## src/rtl/rx_multislot.sv

```systemverilog
// NoC input-port receiver: toggle-handshake flit intake, circular packet slots,
// switch request for the oldest complete packet and random-access readout.
module rx_multislot #(
  parameter int DATA_W    = 8,
  parameter int DEST_W    = 3,
  parameter int PKT_LEN   = 8,
  parameter int NUM_SLOTS = 2,
  parameter int AW        = $clog2(PKT_LEN)
) (
  input  logic              clk,
  input  logic              reset,
  input  logic              ch_req,
  input  logic [DATA_W-1:0] ch_flit,
  output logic              ch_ack,
  output logic              sw_req,
  output logic [DEST_W-1:0] sw_chnl,
  input  logic              sw_gnt,
  input  logic              sw_done,
  input  logic [AW-1:0]     buf_addr,
  output logic [DATA_W-1:0] buf_data,
  output logic              err
);

  localparam int PW = (NUM_SLOTS > 1) ? $clog2(NUM_SLOTS) : 1;
  localparam logic [AW-1:0] LAST_IDX = AW'(PKT_LEN - 1);

  // slot state | meaning: EMPTY free, FILLING header stored, FULL awaiting grant, GRANTED being read
  typedef enum logic [1:0] {EMPTY, FILLING, FULL, GRANTED} slot_e;

  slot_e             slot_q [NUM_SLOTS];
  slot_e             slot_d [NUM_SLOTS];
  logic [PW-1:0]     wr_q, wr_d, rd_q, rd_d;
  logic [AW-1:0]     idx_q, idx_d, we_idx;
  logic              ack_q, ack_d, err_q, err_d, we;
  logic [DATA_W-1:0] mem [NUM_SLOTS][PKT_LEN];

  function automatic logic [PW-1:0] ptr_inc(input logic [PW-1:0] p);
    return (NUM_SLOTS == 1) ? '0 : p + PW'(1);
  endfunction

  always_comb begin
    slot_d = slot_q;
    wr_d   = wr_q;
    rd_d   = rd_q;
    idx_d  = idx_q;
    ack_d  = ack_q;
    err_d  = err_q;
    we     = 1'b0;
    we_idx = '0;

    // Write side only touches EMPTY/FILLING slots, read side only FULL/GRANTED,
    // so both may act in the same cycle without colliding.
    if ((ch_req != ack_q) && (slot_q[wr_q] == EMPTY || slot_q[wr_q] == FILLING)) begin
      ack_d = ch_req;
      if (idx_q == '0) begin
        if (ch_flit[DATA_W-1]) begin
          we             = 1'b1;
          slot_d[wr_q]   = FILLING;
          idx_d          = AW'(1);
        end else begin
          err_d = 1'b1;
        end
      end else if (ch_flit[DATA_W-1]) begin
        err_d = 1'b1;
        we    = 1'b1;
        idx_d = AW'(1);
      end else begin
        we     = 1'b1;
        we_idx = idx_q;
        if (idx_q == LAST_IDX) begin
          slot_d[wr_q] = FULL;
          wr_d         = ptr_inc(wr_q);
          idx_d        = '0;
        end else begin
          idx_d = idx_q + AW'(1);
        end
      end
    end

    case (slot_q[rd_q])
      FULL:    if (sw_gnt) slot_d[rd_q] = GRANTED;
      GRANTED: if (sw_done) begin
        slot_d[rd_q] = EMPTY;
        rd_d         = ptr_inc(rd_q);
      end
      default: ;
    endcase
  end

  always_ff @(posedge clk or posedge reset) begin
    if (reset) begin
      for (int s = 0; s < NUM_SLOTS; s++) slot_q[s] <= EMPTY;
      wr_q  <= '0;
      rd_q  <= '0;
      idx_q <= '0;
      ack_q <= 1'b0;
      err_q <= 1'b0;
    end else begin
      slot_q <= slot_d;
      wr_q   <= wr_d;
      rd_q   <= rd_d;
      idx_q  <= idx_d;
      ack_q  <= ack_d;
      err_q  <= err_d;
    end
  end

  always_ff @(posedge clk) begin
    if (we) mem[wr_q][we_idx] <= ch_flit;
  end

  assign ch_ack  = ack_q;
  assign err     = err_q;
  assign sw_req  = (slot_q[rd_q] == FULL);
  assign sw_chnl = sw_req ? mem[rd_q][0][DEST_W-1:0] : '0;

  always_comb begin
    buf_data = '0;
    if (int'(buf_addr) < PKT_LEN) buf_data = mem[rd_q][buf_addr];
  end

endmodule

```

## config.mk

```make
export PLATFORM = sky130hd
export DESIGN_NAME = rx_multislot
export DESIGN_NICKNAME = d
export VERILOG_FILES = /design/src/rtl/rx_multislot.sv
export SDC_FILE = /design/constraint.sdc
export NUM_CORES = 1
export LEC_CHECK = 0
export ABC_AREA = 1
export BUFFER_PORTS_ARGS = -buffer_cell sky130_fd_sc_hd__clkbuf_2
export CAP_MARGIN = 15
export CORE_ASPECT_RATIO = 0.6
export CORE_UTILIZATION = 35
export DETAILED_ROUTE_END_ITERATION = 7
export PLACE_DENSITY = 0.52
export SYNTH_ARGS = -nofsm -noshare
export SYNTH_HDL_FRONTEND = slang
export SYNTH_SLANG_ARGS = --single-unit
```

## constraint.sdc

```tcl
create_clock -name clk -period 5.42 [get_ports clk]
set_input_delay 0 -clock clk [delete_from_list [all_inputs] [get_ports clk]]
set_output_delay 0 -clock clk [all_outputs]
set_load 0.005 [all_outputs]
```

### Word level (Yosys, flattened, before mapping)

Memory sizes are Yosys's and may differ from the RTL's.
Cells that the tools add are included.

* bits in registers: 11
* memory bits (writable): 128
* input bits: 16
* output and inout bits: 14
* logic and storage cells: 91
* memories: 1

Memory list
* mem: words 2, bits a word 64, read ports 1, clocked after Yosys merged registers in 0, write ports 1, RTL line 35 `logic [DATA_W-1:0] mem [NUM_SLOTS][PKT_LEN];`

* $add $sub $neg: 3
* order comparisons: 7
* equality and inequality tests: 7
* mux-type cells: 39
* bitwise logic cells: 15
* reductions and logical operators: 12

Operators by type and width (count)
* $mux W64: 1
* $mux W4: 7
* $bmux W8 S3: 1
* $demux W8 S3: 1
* $mux W3: 8
* $mux W8: 3
* $mux W2: 8
* $ge A4 B4 Y1 const B: 2
* $not A3 Y4: 2
* $pmux W4 S2: 1
* $mux W1: 7
* $and A2 B2 Y2: 2
* $and A4 B4 Y4: 1
* $demux W2 S1: 2
* $eq A2 B2 Y1 const B: 2
* $ge A2 B2 Y1 const B: 2
* $logic_and A1 B1 Y1: 4
* $lt A2 B1 Y1 const B: 2
* $lt A4 B1 Y1 const B: 1
* $ne A2 B2 Y1 const B: 2
* $not A1 Y2: 2
* $not A2 Y2: 2
* $not A4 Y4: 1
* $or A2 B2 Y2: 2
* 14 further kinds: 17

### Depth between registers and ports, before layout

Gate-level depths: netlist of the first run.

* depth after elaboration: 14
* depth in mapped cells: 10
* depth with buffers taken out: 10

### Worst setup path before layout of the first run

Ideal clock, no wire load.

* kind: register to register
* start: register idx_q[1]
* end: memory mem[0][40] (netlist bit), enable pin
* arrival: 1757 ps
* required time: 5050 ps
* slack: 3293 ps
* stages on the path, launching flop included: 11
* period minus slack after synthesis: 2127 ps
* cells stage by stage: dfrtp_1 -> inv_1 -> ha_1 -> nand2_2 -> inv_1 -> ha_1 -> nor2_8 -> nand2_4 -> clkinv_4 -> nand2_2 -> nor2_1

* longest elaborated chain between the ends: 9
* elaborated cells between the ends (all ways): 14
* classes of those cells: order compare: 2; mux: 9; bitwise: 1; reduce/logical: 2

RTL lines
* start: declaration: RTL line 33 `logic [AW-1:0] idx_q, idx_d, we_idx;`
* start signal: assignment: RTL line 102 `idx_q <= idx_d;`
* $logic_not A3 Y1 or $mux W3 (tied branches): RTL line 55, 63
* $mux W3: RTL line 55 `if (idx_q == '0) begin`
* $mux W3: RTL line 53 `if ((ch_req != ack_q) && (slot_q[wr_q] == EMPTY || slot_q[wr_q] == FILLING)) begin`
* $not A3 Y4 (not written as such): RTL line 109 `if (we) mem[wr_q][we_idx] <= ch_flit;`
* $ge A4 B4 Y1 (not written as such) or $lt A4 B1 Y1 (tied branches): RTL line 109
* $logic_and A1 B1 Y1 (not written as such): RTL line 109
* $mux W8 (not written as such): RTL line 109
* $demux W8 S3: RTL line 109
* $mux W64 (not written as such) (*): RTL line 109
* end: declaration: RTL line 35

Mark *: on every way between the ends. The rest lies on a longest branch, timed or not.

### Worst setup path after layout of the first run

* start: register rd_q
* end: output port buf_data[6]

* longest elaborated chain between the ends: 4

RTL lines
* start: declaration: RTL line 32 `logic [PW-1:0] wr_q, wr_d, rd_q, rd_d;`
* start signal: assignment: RTL line 101 `rd_q <= rd_d;`
* $mem_v2 Z2 W64
* $bmux W8 S3: RTL line 119 `if (int'(buf_addr) < PKT_LEN) buf_data = mem[rd_q][buf_addr];`
* $mux W8 (not written as such) (2 in series): RTL line 119
* end: declaration: RTL line 20 `output logic [DATA_W-1:0] buf_data,`

Every way passes these cells. The select of a mux whose other input is x is not followed.

==> impl_metrics.csv, run 1 <==
group,metric,value,unit
outcome,status,"finished, final reports clean",
cts,tritoncts,"yes",
setup_path,crit_path_end_kind,"output port",
timing,finalSetupTns,0,ns
grt,grt_pass1_vias,3889,
floorplan,fp.dieW,171,microns
power,p_leak,2.50,nW
setup_path,r2r_cells,8,
synth,synth_warnings,0,
timing,setup-violations-final,0,
synth,ys_types,30,
final_layout,fin_nets,583,
timing,fin_crit_sh,57.0,%
timing,fin_crit,3.09,ns
floorplan,die_area,17600,sq um
drt,via_count,4066,
drt,wl_met3,1370,microns
floorplan,design.core.area,16400,sq um
drt,drtPass1Iterations,5,
placement,place_area,6270,sq um
grt,antenna_found_initial,1,
timing,relSlewSlack,30.6,%
setup_path,r2r_setup_slack,2.82,ns
synth,synth_cells,534,
setup_path,critPathKind,"flip-flop to output port",
synth,synth_most_common_cell,"edfxtp_1",
floorplan,io_pins,30,
final_layout,stdcell_area,6910,sq um
drt,postRouteAntennaNets,0,
synth,synth_area_leaders,"edfxtp_1, nor2_1, nand2_1",
setup_path,path_buf_inv,3,
final_layout,drive_gt1_share,15.1,%
placement,hpwlAfterDp,9750,microns
setup_path,slowest_stage,"inv_2",
drt,routed.top_layer,"met4",
worst_hold_path,hp-class,"input pin to flip-flop",
setup_path,rr_endpoint,"mem[0][32]",
cts,clk_path_buf_depth,2,
grt,grt_overflow,0,
timing,rsz0062_at_grt,"no",
synth,ys_dominant_reg_cell,"edfxtp_1",
placement,io_buffers,29,
grt,grt_max_degree,71,
floorplan,start_util,36.3,%
drt,drtIter0Drc,387,
floorplan,die_h,103,microns
setup_path,cp_data_required_time,5.42,ns
setup_path,crit_arrival,3.09,ns
timing,report.final.slew_viol_count,0,
worst_hold_path,min_from,"ch_flit[0]",
timing,hold_viol,0,
cts,htreeDepth,4,
final_layout,diodes,0,
setup_path,max_stage_delay,0.63,ns
synth,synth_top_area_share,64.5,%
synth,syn-cell-area,5960,sq um
synth,yosysTopAreaCell,"edfxtp_1",
cts,clock_latency,0.43,ns
grt,grt_usage,18.7,%
drt,drc,0,
setup_path,crit_chain,"buf_4 -> inv_2 -> o21ai_0 -> o211ai_1 -> nand3_1 -> nand2_1 -> clkbuf_2",
setup_path,start_kind,"flip-flop",
cts,cts_resized,0,
cts,numCtsBuffers,17,
synth,postSynth.asyncResetShare,7.91,%
final_layout,area_growth_syn_to_layout,15.8,%
drt,routedWlPerCell,19.1,microns
final_layout,n_fill_cell,1542,
worst_hold_path,hold_end,"mem[1][40]",
synth,netlist_top_cells_count,"edfxtp_1, nor2_1, nand2_1, nand3_1, o21ai_0",
timing,worst_pin_slew,1.04,ns
cts,cts-root-buf,"clkbuf_16",
timing,fin_skew,0.0112,ns
worst_hold_path,holdPathStages,1,
drt,wl,15300,microns
drt,vias_per_cell,5.06,
flow_run,maxCapViolCount,0,
drt,drt-met1-wl,7660,microns
cts,cts.clk_slew.worst_paths,0.07,ns
setup_path,crit_family,"buffers and inverters",
setup_path,r2r_start,"idx_q[1]",
synth,ys_ff_latch,139,
power,p_per_area,464,nW/um^2
grt,grt_pass1_wl,23300,microns
floorplan,core.rowCount,36,
synth,synth_edf_count,128,
setup_path,path_max_fanout,70,
placement,gp_routability_congestion,0.820,
synth,syn_avg_cell_area,11.2,sq um
timing,fmax,0.324,GHz
synth,synth_nets,555,
cts,clock-sinks,139,
power,ir_drop,0.230,mV
drt,met2_length,6160,microns
synth,synth-seq-area-share,69.1,%
==> area by class of cell <==
type,instances,area (sq um),area share (%)
clock buffers,17,425,6.16
clock inverters,15,165,2.39
inverters,24,95.1,1.38
multi-input cells,346,1620,23.5
flip-flops and latches,139,4120,59.7
well taps,228,285,4.13
repair buffers,34,193,2.79
==> per-stage QoR <==
step	total power, mW	std cells	hold WS (ns)	setup WS [ns]	util (%)
finish	3.20	803	0.0868	2.33	42.0
global route	3.35	803	0.109	2.11	42.0
CTS	3.21	803	0.0982	2.33	42.0
detailed placement	2.05	767	0.0218	2.77	38.2
global placement	2.04	767	0.0308	2.84	38.2
floorplan	1.85	534	-0.148	3.29	-
==> state kept, by name (all words and copies together) (netlist names) <==
| name | flops |
|---|---|
| err | 1 |
| slot_q | 4 |
| mem | 128 |
| idx_q | 3 |
| ch_ack | 1 |
| rd_q | 1 |
| wr_q | 1 |
==> cells in the final DEF, fill, tap and decap left out, drive strengths merged <==
cell         Yosys  routed
a31o             1       1
bufinv           0       2
buf             13       1
nor2           124     124
clkbuf          12      46
nand2           85      85
a21oi            6       6
nand3           46      46
inv             22      26
nor3             2       2
o22ai            1       1
o21ai           61      61
a21boi           1       1
edfxtp         128     128
xor2             1       1
dfrtp           11      11
o211ai          11      11
ha               5       5
nand4            2       2
clkinv           2       8
clkinvlp         0       3
dlygate4sd3      0       4
==> power breakdown <==
group	leakage, nW	internal [mW]	switching [mW]
clock network	0.282	0.685	0.486
registers	1.28	1.24	0.0445
logic	0.932	0.204	0.539
==> routing by layer <==
layer,global-route usage (%),vias up
li1,-,1906
met1,28.7,1974
met2,24.9,173
met3,5.49,13
met4,5.41,0
met5,0,-
==> cell families (layout without fill, tap and decap cells) <==
| group | Yosys count | in the layout | share of synthesized area (%) |
|---|---|---|---|
| buffers and inverters | 49 | 90 | 3.73 |
| XOR/XNOR | 1 | 1 | 0.147 |
| AO/OA/AOI/OAI | 81 | 81 | 7.51 |
| adder cells (fa/ha/maj) | 5 | 5 | 1.05 |
| AND/OR/NAND/NOR | 259 | 259 | 18.5 |
| flip-flops | 139 | 139 | 69.1 |
==> worst max path at each step <==
stage	startpoint	endpoint	slack, ns	depth (start not counted)
after global placement	rd_q	buf_data[6]	2.84	7
after global routing	rd_q	buf_data[6]	2.11	7
after CTS	rd_q	buf_data[6]	2.33	7
final	rd_q	buf_data[6]	2.33	7
after floorplan	idx_q[1]	mem[0][40]	3.29	10
after detailed placement	rd_q	buf_data[6]	2.77	7
==> timing repair <==
action / in CTS / in global routing
hold endpoints to repair: 15 / 0
hold buffers: 4 / 0
setup buffers: 0 / 0
(Power assumes the default switching activity.)
==> inputs of run 2 (changes only) <==
--- a/config.mk
+++ b/config.mk
@@ -5,13 +5,13 @@
 export SDC_FILE = /design/constraint.sdc
 export NUM_CORES = 1
 export LEC_CHECK = 0
-export ABC_AREA = 1
+export ABC_AREA = 0
 export BUFFER_PORTS_ARGS = -buffer_cell sky130_fd_sc_hd__clkbuf_2
 export CAP_MARGIN = 15
 export CORE_ASPECT_RATIO = 0.6
 export CORE_UTILIZATION = 35
 export DETAILED_ROUTE_END_ITERATION = 7
-export PLACE_DENSITY = 0.52
+export PLACE_DENSITY = 0.53
 export SYNTH_ARGS = -nofsm -noshare
 export SYNTH_HDL_FRONTEND = slang
 export SYNTH_SLANG_ARGS = --single-unit
==> constraint.sdc (replaced) <==
create_clock -name clk -period 3.05 [get_ports clk]
set_input_delay 0 -clock clk [delete_from_list [all_inputs] [get_ports clk]]
set_output_delay 0 -clock clk [all_outputs]
set_load 0.005 [all_outputs]
==> impl_metrics.csv, run 2 <==
group,metric,value,unit
outcome,status,"finished, final reports clean",
final_layout,diodes,0,
floorplan,core.rowCount,35,
floorplan,io_pins,30,
synth,yosysTopAreaCell,"edfxtp_1",
final_layout,fin_nets,389,
synth,ys_ff_latch,139,
drt,drtIter0Drc,281,
synth,synth_area_leaders,"edfxtp_1, mux4_2, dfrtp_1",
cts,clock_latency,0.41,ns
final_layout,n_fill_cell,1392,
synth,synth_top_area_share,67.0,%
setup_path,path_max_fanout,7,
final_layout,final_cell_mix,"edfxtp_1, mux4_2, clkbuf_2, nand3_1",
setup_path,crit_arrival,2.60,ns
cts,tritoncts,"yes",
power,p_leak,2.37,nW
final_layout,area_growth_syn_to_layout,19.1,%
timing,fmax,0.403,GHz
placement,gp_routability_congestion,0.763,
grt,grt_pass1_vias,3079,
setup_path,slowest_stage,"nor3_1",
timing,fin_crit,2.48,ns
cts,cts_resized,0,
power,p_total,5.60,mW
floorplan,start_util,36.6,%
drt,drc,0,
drt,vias_per_cell,5.14,
setup_path,crit_path_end_kind,"flip-flop",
synth,netlist_top_cells_count,"edfxtp_1, mux4_2, nand3_1, nor2_1, nand2_1",
timing,hold_ws,0.0338,ns
timing,rsz0062_at_grt,"no",
synth,ys_dominant_reg_cell,"edfxtp_1",
drt,drtPass1Iterations,5,
setup_path,cp_data_required_time,3.17,ns
cts,clk_path_buf_depth,2,
timing,finalSetupTns,0,ns
synth,synth_cells,311,
cts,cts-root-buf,"clkbuf_16",
grt,grt_pass1_wl,19100,microns
timing,setup-violations-final,0,
timing,fin_crit_sh,81.3,%
floorplan,fp.dieW,167,microns
synth,synth_most_common_cell,"edfxtp_1",
setup_path,start_kind,"flip-flop",
final_layout,stdcell_area,6830,sq um
timing,report.final.slew_viol_count,0,
drt,routedWlPerCell,20.9,microns
placement,io_buffers,29,
cts,htreeDepth,4,
setup_path,crit_family,"simple AND/OR/NAND/NOR gates",
synth,synth_edf_count,128,
final_layout,fin_util,43.6,%
synth,syn_avg_cell_area,18.4,sq um
timing,hold_viol,0,
power,ir_drop,0.325,mV
synth,syn-cell-area,5730,sq um
grt,grt_overflow,0,
synth,synth_warnings,0,
timing,worst_pin_slew,0.755,ns
setup_path,max_stage_delay,0.41,ns
timing,relSlewSlack,49.7,%
setup_path,crit_chain,"inv_1 -> ha_1 -> nand2b_1 -> inv_2 -> ha_1 -> inv_1 -> nand3_2 -> nor3_1 -> buf_4",
setup_path,path_buf_inv,4,
synth,ys_types,46,
placement,hpwlAfterDp,8340,microns
final_layout,largest_reg_flops,128,
final_layout,reg_top3,"mem (128), slot_q (4), idx_q (3)",
power,p_per_area,819,nW/um^2
timing,fin_skew,0.0125,ns
final_layout,regMostFlops,"mem",
synth,synth-seq-area-share,71.8,%
cts,clock-sinks,139,
flow_run,maxCapViolCount,0,
setup_path,critPathKind,"flip-flop to flip-flop",
cts,numCtsBuffers,17,
floorplan,design.core.area,15700,sq um
synth,postSynth.asyncResetShare,7.91,%
synth,synth_nets,332,
worst_hold_path,hp-class,"input pin to flip-flop",
grt,grt_usage,16.0,%
grt,antenna_found_initial,0,
drt,postRouteAntennaNets,0,
final_layout,drive_gt1_share,31.8,%
cts,cts.clk_slew.worst_paths,0.06,ns
drt,via_count,2999,
placement,place_area,6190,sq um
grt,grt_max_degree,27,
floorplan,die_h,101,microns
drt,wl,12200,microns
floorplan,die_area,16900,sq um
final_layout,final_common_cell,"edfxtp_1",
[run 2: changes by cell type in the layout (fill, tap and decap cells not counted), moves of 16 or more]
| cell | before | now |
|---|---|---|
| nand3_1 | 46 | 23 |
| o21ai_0 | 42 | 2 |
| mux4_2 | 0 | 32 |
| nand2_1 | 77 | 13 |
| buf_4 | 1 | 17 |
| o21ai_1 | 17 | 0 |
| nor2_1 | 122 | 15 |
[run 2: layer usage]
layer	GRT usage, %	vias up	share of wire, %
met1	24.4	1538	52
met2	22.6	73	42
met3	4.03	7	5.3
met5	0	-	0
li1	-	1381	-
met4	4.66	0	0.43
[run 2: repair_timing]
action,CTS,global route
endpoints found under the hold margin,18,0
hold buffers,5,0
buffers inserted,0,0
[run 2: power breakdown]
part           switching (mW)  leakage (nW)  internal (mW)
Sequential              0.123          1.29           2.26
Clock                   0.817         0.292           1.22
Combinational           0.619         0.796          0.557
[run 2: cell type report]
type | count | area (sq um) | share of cell area, %
multi-input combinational | 147 | 1480 | 21.7
tap | 203 | 254 | 3.72
clock inverter | 15 | 164 | 2.40
inverter | 11 | 41.3 | 0.605
timing repair buffer | 52 | 343 | 5.02
clock buffer | 17 | 425 | 6.23
sequential | 139 | 4120 | 60.3
[run 2: logic make-up (layout without fill, tap and decap cells)]
family                   after synthesis  after routing  synth area share [%]
AO/OA/AOI/OAI                         22             22                  2.79
XOR/XNOR                               2              2                 0.437
adder cells (fa/ha/maj)                5              5                  1.09
buffers and inverters                 25             95                  2.33
flip-flops                           139            139                  71.8
multiplexers                          37             37                  13.5
AND/OR/NAND/NOR                       81             81                  7.99
[run 2: worst reg2reg max path, cell delays in order (launching register included)]
cell      delay (ns)
dfrtp_1         0.40
inv_1           0.15
ha_1            0.24
nand2b_1        0.17
inv_2           0.07
ha_1            0.24
inv_1           0.12
nand3_2         0.14
nor3_1          0.41
buf_4           0.25
[run 2: through the flow]
step / setup WS [ns] / instances
after floorplan: 0.475 / 311
after global placement: 0.657 / 547
after detailed placement: 0.591 / 547
after CTS: 0.579 / 584
after global routing: 0.352 / 584
final: 0.569 / 584
[run 2: final timing paths]
kind                                    to  slack (ns)  depth (start not counted)       start
worst min-delay path            mem[0][37]        0.03                          1  ch_flit[5]
worst max-delay path            mem[0][44]        0.57                          9    idx_q[1]
min in group asynchronous        slot_q[3]        0.12                          3       reset
worst min register to register         err        0.46                          1         err
max in group asynchronous             rd_q        2.60                          3       reset
worst max register to register  mem[0][44]        0.57                          9    idx_q[1]
